File: config.mk
export PLATFORM = sky130hd
export DESIGN_NAME = key_event_decoder
export DESIGN_NICKNAME = d
export VERILOG_FILES = /design/src/rtl/key_event_decoder.sv
export SDC_FILE = /design/constraint.sdc
export NUM_CORES = 1
export LEC_CHECK = 0
export ABC_AREA = 1
export CORE_UTILIZATION = 30
export DETAILED_ROUTE_END_ITERATION = 6
export GPL_TIMING_DRIVEN = 0
export PLACE_DENSITY = 0.44
export REMOVE_ABC_BUFFERS = 1
export SLEW_MARGIN = 0
export SYNTH_ARGS = -nofsm -noshare
export SYNTH_HDL_FRONTEND = slang
export SYNTH_SLANG_ARGS = --single-unit
File: constraint.sdc
create_clock -name clk -period 2.72 [get_ports clk]
set_input_delay 0.272 -clock clk [delete_from_list [all_inputs] [get_ports clk]]
set_output_delay 0.272 -clock clk [all_outputs]
set_load 0.02 [all_outputs]
File: src/rtl/key_event_decoder.sv
// Turns a debounced key level into one-cycle UI events: press/release edges,
// single/double click, long press and auto-repeat while held.
module key_event_decoder #(
  parameter logic                 PRESS_LEVEL = 1'b0,
  parameter int unsigned          CNT_W       = 26,
  parameter logic [CNT_W-1:0]     LONG_TIME   = CNT_W'(50_000_000),
  parameter logic [CNT_W-1:0]     DOUBLE_GAP  = CNT_W'(12_500_000),
  parameter logic [CNT_W-1:0]     REPEAT_TIME = CNT_W'(10_000_000)
) (
  input  logic clk,
  input  logic rst_n,
  input  logic key_filter,
  output logic key_state,
  output logic press_pulse,
  output logic release_pulse,
  output logic single_click,
  output logic double_click,
  output logic long_press,
  output logic repeat_pulse
);

  localparam logic [CNT_W-1:0] LONG_LAST   = LONG_TIME   - CNT_W'(1);
  localparam logic [CNT_W-1:0] GAP_LAST    = DOUBLE_GAP  - CNT_W'(1);
  localparam logic [CNT_W-1:0] REPEAT_LAST = REPEAT_TIME - CNT_W'(1);

  typedef enum logic [2:0] {
    S_IDLE   = 3'd0,
    S_PRESS1 = 3'd1,
    S_LONG   = 3'd2,
    S_GAP    = 3'd3,
    S_PRESS2 = 3'd4
  } state_e;

  state_e           state_q, state_d;
  logic [CNT_W-1:0] cnt_q, cnt_d;
  logic             pressed_q;
  logic             press_q, release_q;
  logic             single_q, single_d;
  logic             double_q, double_d;
  logic             long_q, long_d;
  logic             repeat_q, repeat_d;

  logic             pressed_now;
  logic             press_edge;
  logic             release_edge;
  logic [CNT_W-1:0] cnt_inc;

  assign pressed_now  = (key_filter == PRESS_LEVEL);
  assign press_edge   = pressed_now & ~pressed_q;
  assign release_edge = ~pressed_now & pressed_q;
  assign cnt_inc      = cnt_q + CNT_W'(1);

  // Gesture FSM; edges take priority over timer thresholds in every state.
  always_comb begin
    state_d  = state_q;
    cnt_d    = cnt_q;
    single_d = 1'b0;
    double_d = 1'b0;
    long_d   = 1'b0;
    repeat_d = 1'b0;
    case (state_q)
      S_IDLE: begin
        if (press_edge) begin
          state_d = S_PRESS1;
          cnt_d   = '0;
        end
      end
      S_PRESS1: begin
        if (release_edge) begin
          state_d = S_GAP;
          cnt_d   = '0;
        end else if (cnt_q == LONG_LAST) begin
          long_d  = 1'b1;
          state_d = S_LONG;
          cnt_d   = '0;
        end else begin
          cnt_d = cnt_inc;
        end
      end
      S_LONG: begin
        if (release_edge) begin
          state_d = S_IDLE;
          cnt_d   = '0;
        end else if (cnt_q == REPEAT_LAST) begin
          repeat_d = 1'b1;
          cnt_d    = '0;
        end else begin
          cnt_d = cnt_inc;
        end
      end
      S_GAP: begin
        if (press_edge) begin
          state_d = S_PRESS2;
          cnt_d   = '0;
        end else if (cnt_q == GAP_LAST) begin
          single_d = 1'b1;
          state_d  = S_IDLE;
          cnt_d    = '0;
        end else begin
          cnt_d = cnt_inc;
        end
      end
      S_PRESS2: begin
        // A held second press is never promoted to long press.
        if (release_edge) begin
          double_d = 1'b1;
          state_d  = S_IDLE;
          cnt_d    = '0;
        end
      end
      default: begin
        state_d = S_IDLE;
        cnt_d   = '0;
      end
    endcase
  end

  // Level tracks the key through reset so a held key yields no spurious press.
  always_ff @(posedge clk) begin
    if (!rst_n) begin
      state_q   <= S_IDLE;
      cnt_q     <= '0;
      pressed_q <= pressed_now;
      press_q   <= 1'b0;
      release_q <= 1'b0;
      single_q  <= 1'b0;
      double_q  <= 1'b0;
      long_q    <= 1'b0;
      repeat_q  <= 1'b0;
    end else begin
      state_q   <= state_d;
      cnt_q     <= cnt_d;
      pressed_q <= pressed_now;
      press_q   <= press_edge;
      release_q <= release_edge;
      single_q  <= single_d;
      double_q  <= double_d;
      long_q    <= long_d;
      repeat_q  <= repeat_d;
    end
  end

  assign key_state     = pressed_q;
  assign press_pulse   = press_q;
  assign release_pulse = release_q;
  assign single_click  = single_q;
  assign double_click  = double_q;
  assign long_press    = long_q;
  assign repeat_pulse  = repeat_q;

endmodule

## Word level (Yosys, flattened, before mapping)

Cells that the tools add are included.

- Word-level logic and storage cells: 58
- Register bits: 36
- Input port bits: 3
- Output and inout bits: 7

- $add $sub $neg: 1
- Bitwise operators: 8
- Equality and inequality tests: 12
- Reductions and logical operators: 8
- Multiplexer cells: 20

Operators with widths:

| kind | number |
|---|---|
| two-way mux 26 bit | 8 |
| one-hot mux 26 bit (5 select lines) | 1 |
| equality test 26 x 24 -> 1 bit, second input constant | 2 |
| adder 26 x 1 -> 26 bit, second input constant | 1 |
| equality test 26 bit, second input constant | 1 |
| two-way mux 3 bit | 6 |
| one-hot mux 3 bit (4 select lines) | 1 |
| OR reduction 3 bit | 3 |
| equality test 3 x 2 -> 1 bit, second input constant | 2 |
| != test 3 bit, second input constant | 2 |
| inverter 1 bit | 6 |
| two-way mux 1 bit | 4 |
| != test 2 bit, second input constant | 2 |
| AND reduction 2 bit | 2 |
| AND reduction 4 bit | 1 |
| equality test 3 x 1 -> 1 bit, second input constant | 1 |
| equality test 3 bit, second input constant | 1 |
| logical NOT 3 bit | 1 |
| bitwise AND 1 bit | 2 |
| != test 2 x 1 -> 1 bit, second input constant | 1 |
| OR reduction 2 bit | 1 |

## Depth between registers and ports, before layout

Gate-level depths: netlist of the first run.

- Depth in word-level cells: 4
- Gate-level depth with buffers: 11
- Depth with buffers taken out: 11

## Least setup slack after synthesis of the first run

No wires, ideal clock.

- Path type: register to register
- From: register cnt_q[0]
- To: register cnt_q[20]
- Clock period less this slack: 1522 ps
- Setup slack: 1198 ps
- Stages on the path, launching flop included: 12
- Setup time: 110 ps
- Arrival: 1411 ps
- Data required time: 2610 ps
- Buffers on the path: 1
- Cell sequence: dfxtp_1 ha_1 inv_1 nor2_4 inv_2 nor2_4 nand3_2 nand2_4 nand4_4 buf_6 nand3_1 inv_1

- Cells in the longest elaborated chain, start to end: 4
- Elaborated cells on any way between the ends: 11
- Classes of those cells: add/sub: 1; eq/ne: 3; mux: 7

Ends and longest elaborated chain:

| element | line | text |
|---|---|---|
| start, declared | 35 | `logic [CNT_W-1:0] cnt_q, cnt_d;` |
| start signal, assigned | 132 | `cnt_q <= cnt_d;` |
| adder 26 x 1 -> 26 bit, or another cell as far along | 51 | `assign cnt_inc = cnt_q + CNT_W'(1);` |
| two-way mux 26 bit (on tied branches) | 95, 72, 84 |  |
| two-way mux 26 bit (on tied branches) | 92, 69, 81 |  |
| one-hot mux 26 bit (5 select lines) * | 61 | `case (state_q)` |

Mark *: on every way between the ends. The rest lies on a longest branch, timed or not.
A chain may end at the register's enable or synchronous reset.

## Worst setup path in the final report of the first run

- From: input rst_n
- To: register long_q, in the netlist long_press

- Cells in the longest elaborated chain, start to end: 2

Ends and longest elaborated chain:

| element | line | text |
|---|---|---|
| start, declared | 11 | `input logic rst_n,` |
| inverter 1 bit (no source line) | n/a |  |
| OR reduction 3 bit (no source line) | n/a |  |
| end signal, assigned | 138 | `long_q <= long_d;` |
| end, declared | 40 | `logic long_q, long_d;` |

No other way between the ends.

==> results.py, run 1 <==
metrics = {
    "status": {
        "status": "complete, no violations",
    },
    "worst_setup_path": {
        "cp_max_fo": 24,
        "r2r-end": "cnt_q[21]",
        "reg2reg_depth": 9,
        "path_class": "input port to register",
        "max_stage_delay_ns": 0.79,
        "cp.arrival_ns": 2.07,
        "timing.critical_path.buf_inv": 2,
        "critPathRequiredTime_ns": 2.90,
        "crit_slowest_cell": "clkdlybuf4s50_1",
        "worst_setup_path_end_kind": "register",
        "worstSetupStartpointType": "input port",
        "rrSetupSlack_ns": 0.86,
        "crit_family": "buffers and inverters",
        "r2r-start": "cnt_q[20]",
        "path_cells": "clkdlybuf4s50_1, inv_1, nor4_1",
    },
    "synthesis": {
        "ys.flop_type": "dfxtp_1",
        "async_reset_ff_share_pct": 0,
        "yosys_warnings": 0,
        "synth_seq_cells": 36,
        "synth_edf_count": 0,
        "synth_cells": 334,
        "ys_seq_area_share_pct": 32.12,
        "synth.avg_cell_area_sq_um": 6.717,
        "ys_types": 35,
        "syn-cell-area_sq_um": 2243,
    },
    "routing": {
        "routed_wl_mm": 5.382,
        "remaining_drc_errors": 0,
        "dr.pass1.iters": 4,
        "drtIter0Drc": 52,
        "vias": 1981,
        "wl_per_cell_um": 12.18,
        "vias_per_cell": 4.482,
        "ant_nets": 0,
    },
    "finish": {
        "area_growth_pct": 11.77,
        "nFillCells": 832,
        "drive_above_1_share_pct": 12.24,
        "fin_area_sq_um": 2507,
        "register_area_sq_um": 720.7,
        "finalNetCount": 347,
        "multi_input_comb_area_sq_um": 1260,
        "diodes": 0,
        "stdcell_count": 442,
    },
    "pwr": {
        "p_leak_nw": 0.9866,
        "vdd_drop_max_uv": 200.5,
        "powerDensity_nw_per_um2": 609.2,
    },
    "clock_tree": {
        "clock-root-buffer": "clkbuf_8",
        "cts.sinks": 36,
        "clockBufferDepth": 2,
        "clk_latency_ns": 0.30,
        "path_clk_slew_ns": 0.08,
        "tritoncts": "yes",
        "htree_levels": 2,
        "cts_hold_buf": 0,
        "cts-resized-gates": 0,
        "cts_buffers": 5,
        "cts_setup_buffers": 0,
    },
    "timing": {
        "fin_crit_ns": 1.889,
        "hold_slack_ns": 0.4892,
        "fin_skew_ns": 0.002844,
        "final.period_utilization_pct": 69.43,
        "fmax_mhz": 529.5,
        "setup_viol_count_final": 0,
        "setup_slack_ns": 0.8314,
        "fin_tns_setup_ns": 0,
        "relSlewSlack_pct": 41.63,
        "maxSlewViolCount": 0,
        "hold_viol_final": 0,
        "tightest_slew_ns": 0.8746,
        "rsz0062_at_grt": "no",
    },
    "min_path": {
        "min_path_type": "input port to register",
        "holdPathEnd": "key_state",
        "hp-start": "key_filter",
        "hold_path_depth": 2,
    },
    "die": {
        "start_util_pct": 30.93,
        "die_h_um": 88.48,
        "num_rows": 31,
        "core_sq_um": 7253,
        "die_area_sq_um": 7828,
        "die_w_um": 88.48,
        "pin_count": 10,
    },
    "place": {
        "dpl_worst_slack_ns": 0.4983,
        "io_buffers": 9,
        "gp_congestion": 0.8019,
        "placed_area_sq_um": 2396,
        "placed_cells": 434,
        "dp_hpwl_mm": 3.905,
    },
    "global_routing": {
        "antenna_found_initial": 0,
        "grt_util_all_layers_pct": 15.57,
        "grt_pass1_wl_mm": 9.335,
        "grt.overflow.total": 0,
        "grt_pass1_vias": 1909,
        "grt_max_degree": 25,
    },
    "job": {
        "cap_violations": 0,
    },
}
[per-layer routing]
| layer | up-vias | routed length (um) | share of wire, % | GRT usage, % |
|---|---|---|---|---|
| met3 | 6 | 123 | 2.3 | 3.078 |
| met2 | 19 | 2349 | 44 | 25.24 |
| met1 | 885 | 2850 | 53 | 21.17 |
| met5 | - | 0 | 0 | 0 |
| li1 | 1071 | - | - | - |
| met4 | 0 | 58 | 1.1 | 3.959 |
[synthesized netlist by cell type (2+ instances only)]
| cell | n | area, sq um |
|---|---|---|
| nand4_1 | 10 | 62.56 |
| nand2_2 | 7 | 43.79 |
| a21oi_1 | 19 | 95.09 |
| buf_4 | 2 | 15.01 |
| nand3_2 | 6 | 60.06 |
| inv_1 | 50 | 187.7 |
| inv_2 | 2 | 7.510 |
| o21ai_0 | 5 | 25.02 |
| xor2_1 | 9 | 78.83 |
| nor2_1 | 42 | 157.7 |
| nand2_4 | 3 | 33.78 |
| nor4_1 | 3 | 18.77 |
| buf_6 | 3 | 33.78 |
| nor3_1 | 8 | 40.04 |
| ha_1 | 2 | 25.02 |
| nor2_4 | 5 | 56.30 |
| nand3_1 | 28 | 140.1 |
| nor2_2 | 5 | 31.28 |
| dfxtp_1 | 36 | 720.7 |
| nand2_1 | 74 | 277.8 |
[power by group]
group | internal, mW | total [mW] | switching (mW) | leakage [nW]
Combinational | 0.110 | 0.454 | 0.344 | 0.641
Sequential | 0.554 | 0.581 | 0.0272 | 0.291
Clock | 0.272 | 0.492 | 0.221 | 0.0541
[placed cells by master, fill, tap and decap left out, types with 2 or more instances in the layout]
| cell type | n |
|---|---|
| a21oi_1 | 19 |
| xor2_1 | 9 |
| inv_2 | 2 |
| nor2_2 | 5 |
| nand3_1 | 28 |
| dfxtp_1 | 36 |
| ha_1 | 2 |
| nand2_2 | 7 |
| clkbuf_8 | 5 |
| nand2_4 | 3 |
| nand4_1 | 10 |
| nand3_2 | 6 |
| nor4_1 | 3 |
| clkdlybuf4s50_1 | 9 |
| nor2_4 | 5 |
| o21ai_0 | 5 |
| nand2_1 | 74 |
| inv_1 | 50 |
| nor3_1 | 8 |
| nor2_1 | 42 |
[flip-flops by register name, summed over array words and instances (netlist names)]
register / cells
press_pulse: 1
repeat_pulse: 1
cnt_q: 26
key_state: 1
double_click: 1
long_press: 1
state_q: 3
single_click: 1
release_pulse: 1
[stage by stage]
stage                     util, %  total power, mW
after floorplan                 -           0.9209
after global placement      33.03            1.060
after detailed placement    33.03            1.057
after CTS                   34.57            1.553
after global routing        34.57            1.624
final                       34.57            1.528
[cells by family (layout without fill, tap and decap cells)]
logic type,after synthesis,after routing,share of synthesized area (%)
and+or+nand+nor,199,199,45.23
buffers and inverters,61,70,11.71
DFF,36,36,32.12
AOI/OAI and AO/OA,26,26,5.912
xor gates and xnor gates,10,10,3.904
adders and majority gates,2,2,1.115
[worst max-delay path by stage]
stage / start / endpoint / slack [ns] / cells past startpoint
final: rst_n / long_press / 0.83 / 3
after global routing: cnt_q[0] / cnt_q[21] / 0.62 / 10
after CTS: rst_n / long_press / 0.81 / 3
after detailed placement: rst_n / long_press / 0.50 / 3
after global placement: rst_n / long_press / 0.48 / 3
after floorplan: cnt_q[0] / cnt_q[21] / 1.20 / 10
[cell type report]
type                            instances  share of cell area [%]
Tap cell                               99                   4.940
Sequential cell                        36                   28.74
Clock inverter                          3                   1.697
Multi-Input combinational cell        237                   50.25
Clock buffer                            5                   2.745
Timing Repair Buffer                    9                   3.593
Inverter                               53                   8.034
(Power assumes the default switching activity.)
==> inputs of run 2 (changes only) <==
==> constraint.sdc (replaced) <==
create_clock -name clk -period 1.85 [get_ports clk]
set_input_delay 0.185 -clock clk [delete_from_list [all_inputs] [get_ports clk]]
set_output_delay 0.185 -clock clk [all_outputs]
set_load 0.02 [all_outputs]
==> results.py, run 2 (synthesis results as in run 1) <==
metrics = {
    "clock_tree": {
        "clock-root-buffer": "clkbuf_8",
        "tritoncts": "yes",
        "htree_levels": 2,
        "cts.sinks": 36,
        "cts_buffers": 5,
        "clockBufferDepth": 2,
        "path_clk_slew_ns": 0.08,
        "clk_latency_ns": 0.30,
    },
    "global_routing": {
        "grt_max_degree": 25,
        "grt.overflow.total": 0,
        "grt_util_all_layers_pct": 15.53,
        "grt_pass1_wl_mm": 9.308,
        "grt_pass1_vias": 1920,
        "antenna_found_initial": 0,
    },
    "routing": {
        "dr.pass1.iters": 4,
        "remaining_drc_errors": 0,
        "drtIter0Drc": 44,
        "vias_per_cell": 4.517,
        "wl_per_cell_um": 12.41,
        "routed_wl_mm": 5.522,
        "ant_nets": 0,
        "vias": 2010,
    },
    "pwr": {
        "p_comb_share_pct": 31.9,
        "p_int_mw": 1.428,
        "p_switching_mw": 0.8899,
        "p_clk_share_pct": 31.1,
        "netSwitchingFraction_pct": 38.39,
        "powerDensity_nw_per_um2": 902.9,
        "pwr-share-seq_pct": 36.9,
        "vdd_drop_max_uv": 293.5,
        "p_leak_nw": 1.004,
    },
    "finish": {
        "largest_reg_flops": 26,
        "mostFrequentLayoutCell": "nand2_1",
        "mostFrequentLayoutCells": "73 x nand2_1, 49 x inv_1, 41 x nor2_1",
        "fin_util_pct": 35.40,
        "finalNetCount": 350,
        "drive_above_1_share_pct": 15.03,
        "reg.largest.list": "cnt_q x26, state_q x3",
        "stdcell_count": 445,
        "diodes": 0,
        "area_growth_pct": 14.44,
        "largest-register": "cnt_q",
        "fin_area_sq_um": 2567,
    },
    "worst_setup_path": {
        "crit_path_start": "cnt_q[18]",
        "rrSetupSlack_ns": 0.15,
        "path_cells": "nand2_1, nor2_4, nand3_1, nor2_1, nand2_1, nand2_2, nand4_4, buf_4, nand3_1, inv_1",
        "r2r-start": "cnt_q[18]",
        "worst_setup_path_end_kind": "register",
        "critPathRequiredTime_ns": 2.05,
        "crit_family": "simple AND/OR/NAND/NOR gates",
        "cp_max_fo": 8,
        "crit_slowest_cell": "dfxtp_1",
        "worstSetupStartpointType": "register",
        "max_stage_delay_ns": 0.40,
        "cp.arrival_ns": 1.90,
        "timing.critical_path.buf_inv": 2,
        "path_class": "register to register",
    },
    "place": {
        "dp_hpwl_mm": 3.905,
        "dpl_worst_slack_ns": -0.2847,
        "io_buffers": 9,
        "gp_congestion": 0.8019,
        "placed_area_sq_um": 2396,
        "placed_cells": 434,
    },
    "timing": {
        "fin_skew_ns": 0.004998,
        "fmax_mhz": 587.9,
        "relSlewSlack_pct": 54.90,
        "fin_tns_setup_ns": 0,
        "maxSlewViolCount": 0,
        "tightest_slew_ns": 0.6754,
        "rsz0062_at_grt": "no",
        "final.period_utilization_pct": 91.95,
        "setup_viol_count_final": 0,
        "fin_crit_ns": 1.701,
        "hold_viol_final": 0,
        "setup_slack_ns": 0.1489,
    },
    "die": {
        "start_util_pct": 30.93,
        "pin_count": 10,
        "die_area_sq_um": 7828,
        "core_sq_um": 7253,
        "die_h_um": 88.48,
        "num_rows": 31,
        "die_w_um": 88.48,
    },
    "job": {
        "cap_violations": 0,
    },
    "min_path": {
        "hp-start": "key_filter",
        "min_path_type": "input port to register",
    },
    "status": {
        "status": "complete, no violations",
    },
}
run 2: cell types whose count changed in the layout (fill, tap and decap cells not counted), sizes merged:
cell | previous run | this run
clkinvlp | 1 | 3
buf | 0 | 2
clkdlybuf4s50 | 9 | 8
dlymetal6s2s | 0 | 1
inv | 53 | 52
run 2: area by class of cell:
class	count	area, sq um
flip-flops and latches	36	724.4
clock inverters	3	42.54
inverters	53	205.2
repair inverters	1	7.507
fillers	831	4686
multi-input cells	237	1287
clock buffers	5	68.82
repair buffers	11	107.6
well taps	99	123.9
run 2: metal layers:
layer | vias up | track usage [%] | routed length, um
met3 | 7 | 3.078 | 137
met4 | 0 | 3.959 | 63
li1 | 1081 | - | -
met1 | 906 | 21.05 | 2893
met2 | 16 | 25.24 | 2427
met5 | - | 0 | 0
run 2: metrics by stage:
stage          hold slack [ns]  power [mW]
6_report                0.4026       2.318
2_1_floorplan           0.2415       1.354
3_3_place_gp            0.4984       1.559
5_1_grt                 0.4347       2.462
4_1_cts                 0.4001       2.335
3_5_place_dp            0.4915       1.554
run 2: repair_timing:
item                       4_1_cts  5_1_grt
setup buffers                    2        0
gates resized for setup          0       12
hold buffers                     0        0
pin swaps                        0        1
cloned                           0        1
setup endpoints to repair        2       26
run 2: worst paths after layout:
check                                  to  depth (start not counted)
worst max register to register  cnt_q[11]                         10
worst min register to register   cnt_q[1]                          2
worst min-delay path            key_state                          2
worst max-delay path            cnt_q[11]                         10
run 2: power groups by stage:
stage / logic (mW) / registers [mW] / clock network, mW
after detailed placement: 0.681 / 0.873 / 0
after floorplan: 0.485 / 0.869 / 0
after global placement: 0.687 / 0.872 / 0
after CTS: 0.735 / 0.854 / 0.745
final: 0.740 / 0.857 / 0.722
after global routing: 0.827 / 0.865 / 0.770
==> inputs of run 3 (changes only) <==
--- a/config.mk
+++ b/config.mk
@@ -6,7 +6,9 @@
 export NUM_CORES = 1
 export LEC_CHECK = 0
 export ABC_AREA = 1
+export CORE_ASPECT_RATIO = 1.4
 export CORE_UTILIZATION = 30
+export CTS_BUF_LIST = sky130_fd_sc_hd__clkbuf_8 sky130_fd_sc_hd__clkbuf_16
 export DETAILED_ROUTE_END_ITERATION = 6
 export GPL_TIMING_DRIVEN = 0
 export PLACE_DENSITY = 0.44
==> constraint.sdc (replaced) <==
create_clock -name clk -period 1.6 [get_ports clk]
set_input_delay 0.16 -clock clk [delete_from_list [all_inputs] [get_ports clk]]
set_output_delay 0.16 -clock clk [all_outputs]
set_load 0.02 [all_outputs]
==> results.py, run 3 (synthesis results as in run 1) <==
metrics = {
    "job": {
        "cap_violations": 0,
    },
    "worst_setup_path": {
        "cp_common_cell": "nand2_1",
        "cp_max_fo": 5,
        "worstSetupStartpointType": "register",
        "cp.arrival_ns": 1.87,
        "timing.critical_path.buf_inv": 2,
        "rrSetupSlack_ns": -0.07,
        "max_stage_delay_ns": 0.39,
        "path_cells": "nand2_2, nor2_4, nand2_1, nor2_1, nand2_1, nand2_4, nand4_4, clkbuf_16, nand3_1, inv_1",
        "crit_slowest_cell": "dfxtp_2",
        "critPathRequiredTime_ns": 1.80,
        "crit_family": "simple AND/OR/NAND/NOR gates",
        "path_class": "register to register",
        "worst_setup_path_end_kind": "register",
    },
    "global_routing": {
        "grt_max_degree": 21,
        "antenna_found_initial": 0,
        "top_usage_layer": "met2",
        "grtUsageMet1_pct": 19.02,
        "grt_pass1_wl_mm": 9.798,
        "grt_util_all_layers_pct": 16.62,
        "grt.overflow.total": 0,
        "grt_pass1_vias": 2033,
        "globalRouteMet3Util_pct": 2.907,
        "use_met2_pct": 30.18,
    },
    "finish": {
        "diodes": 0,
        "mostFrequentLayoutCells": "64 x nand2_1, 46 x inv_1, 36 x nor2_1",
        "largest_reg_flops": 26,
        "area_growth_pct": 29.95,
        "mostFrequentLayoutCell": "nand2_1",
        "stdcell_count": 455,
        "nFillCells": 799,
        "reg.largest.list": "cnt_q x26, state_q x3",
        "drive_above_1_share_pct": 30.83,
        "finalNetCount": 364,
        "fin_area_sq_um": 2915,
        "largest-register": "cnt_q",
    },
    "timing": {
        "hold_slack_ns": 0.3600,
        "final.period_utilization_pct": 104.4,
        "setup_slack_ns": -0.07042,
        "relSlewSlack_pct": 71.29,
        "maxSlewViolCount": 0,
        "fin_crit_ns": 1.670,
        "fmax_mhz": 598.7,
        "hold_viol_final": 0,
        "tightest_slew_ns": 0.4306,
        "setup_viol_count_final": 16,
        "rsz0062_at_grt": "yes",
        "fin_tns_setup_ns": -0.6829,
        "fin_skew_ns": 0.006255,
    },
    "clock_tree": {
        "htree_levels": 2,
        "cts.sinks": 36,
        "clock-root-buffer": "clkbuf_8",
        "clk_latency_ns": 0.30,
        "cts_buffers": 5,
        "tritoncts": "yes",
        "cts_hold_buf": 0,
        "clockBufferDepth": 2,
        "path_clk_slew_ns": 0.08,
    },
    "pwr": {
        "p_leak_nw": 1.125,
        "vdd_drop_max_uv": 567.2,
        "p_total_mw": 3.238,
        "powerDensity_nw_per_um2": 1111,
    },
    "routing": {
        "routed_wl_mm": 6.054,
        "ant_nets": 0,
        "vias_per_cell": 4.701,
        "dr.pass1.iters": 4,
        "remaining_drc_errors": 0,
        "drtIter0Drc": 55,
        "vias": 2139,
        "wl_per_cell_um": 13.31,
    },
    "place": {
        "placed_area_sq_um": 2391,
        "placed_cells": 430,
        "gp_congestion": 0.8903,
        "io_buffers": 9,
        "dp_hpwl_mm": 4.063,
    },
    "die": {
        "start_util_pct": 31.52,
        "pin_count": 10,
        "num_rows": 36,
        "die_h_um": 104.3,
        "core_sq_um": 7117,
        "die_area_sq_um": 7833,
        "die_w_um": 75.09,
    },
    "status": {
        "violations": "negative setup slack",
        "status": "complete, but fails checks",
    },
    "min_path": {
        "min_path_type": "input port to register",
    },
}
run 3: changes by cell type in the layout (fill, tap and decap cells not counted), moves of 3 or more:
cell and delta:
buf_12 +5, buf_4 +7, dfxtp_1 -17, dfxtp_2 +15, inv_1 -3, inv_2 +3
nand2_1 -9, nand2_2 +7, nand3_1 -6, nand3_2 +4, nand3_4 +3, nor2_1 -5
nor2_2 +4
run 3: path summary, 6_finish.rpt:
| kind | from | end | cells after the start |
|---|---|---|---|
| setup / recovery | cnt_q[10] | cnt_q[13] | 10 |
| hold / removal | rst_n | cnt_q[11] | 3 |
| setup reg to reg | cnt_q[10] | cnt_q[13] | 10 |
| hold reg to reg | state_q[2] | double_click | 2 |
run 3: power by group:
part           internal, mW  leakage (nW)  total (mW)  switching (mW)
registers             0.950         0.302        1.00          0.0527
clock network         0.461        0.0541       0.823           0.362
logic                 0.602         0.769        1.41           0.809
run 3: per-layer routing:
metal	vias up	part of all wire [%]
met3	7	2.0
met2	24	54
li1	1102	-
met1	1006	43
met5	-	0
met4	0	1.5
run 3: cell type report:
type | count | area [sq um] | share of cell area (%)
Clock buffer | 5 | 68.82 | 2.361
Clock inverter | 3 | 42.54 | 1.459
Inverter | 53 | 215.2 | 7.382
Multi-Input combinational cell | 238 | 1434 | 49.18
Sequential cell | 36 | 750.7 | 25.75
Tap cell | 95 | 118.9 | 4.077
Timing Repair Buffer | 24 | 277.8 | 9.528
Timing Repair inverter | 1 | 7.507 | 0.2575
run 3: worst register-to-register path, delay by kind of cell, from the launching register on:
family	cells	cell delay, ns
simple gates	8	0.92
flops	1	0.39
buf+inv	2	0.26
run 3: stage by stage:
step                setup slack (ns)  util (%)
finish                      -0.07042     40.96
global route                 -0.1646     40.96
CTS                         -0.04024     38.75
detailed placement           -0.5602     33.60
global placement             -0.6047     33.60
floorplan                    0.08221         -
run 3: timing repair:
item,CTS,global route
gates cloned,2,1
setup endpoints to repair,33,31
hold endpoints to repair,0,0
buffers inserted,10,4
gates resized for setup,35,36
pin swaps,9,4
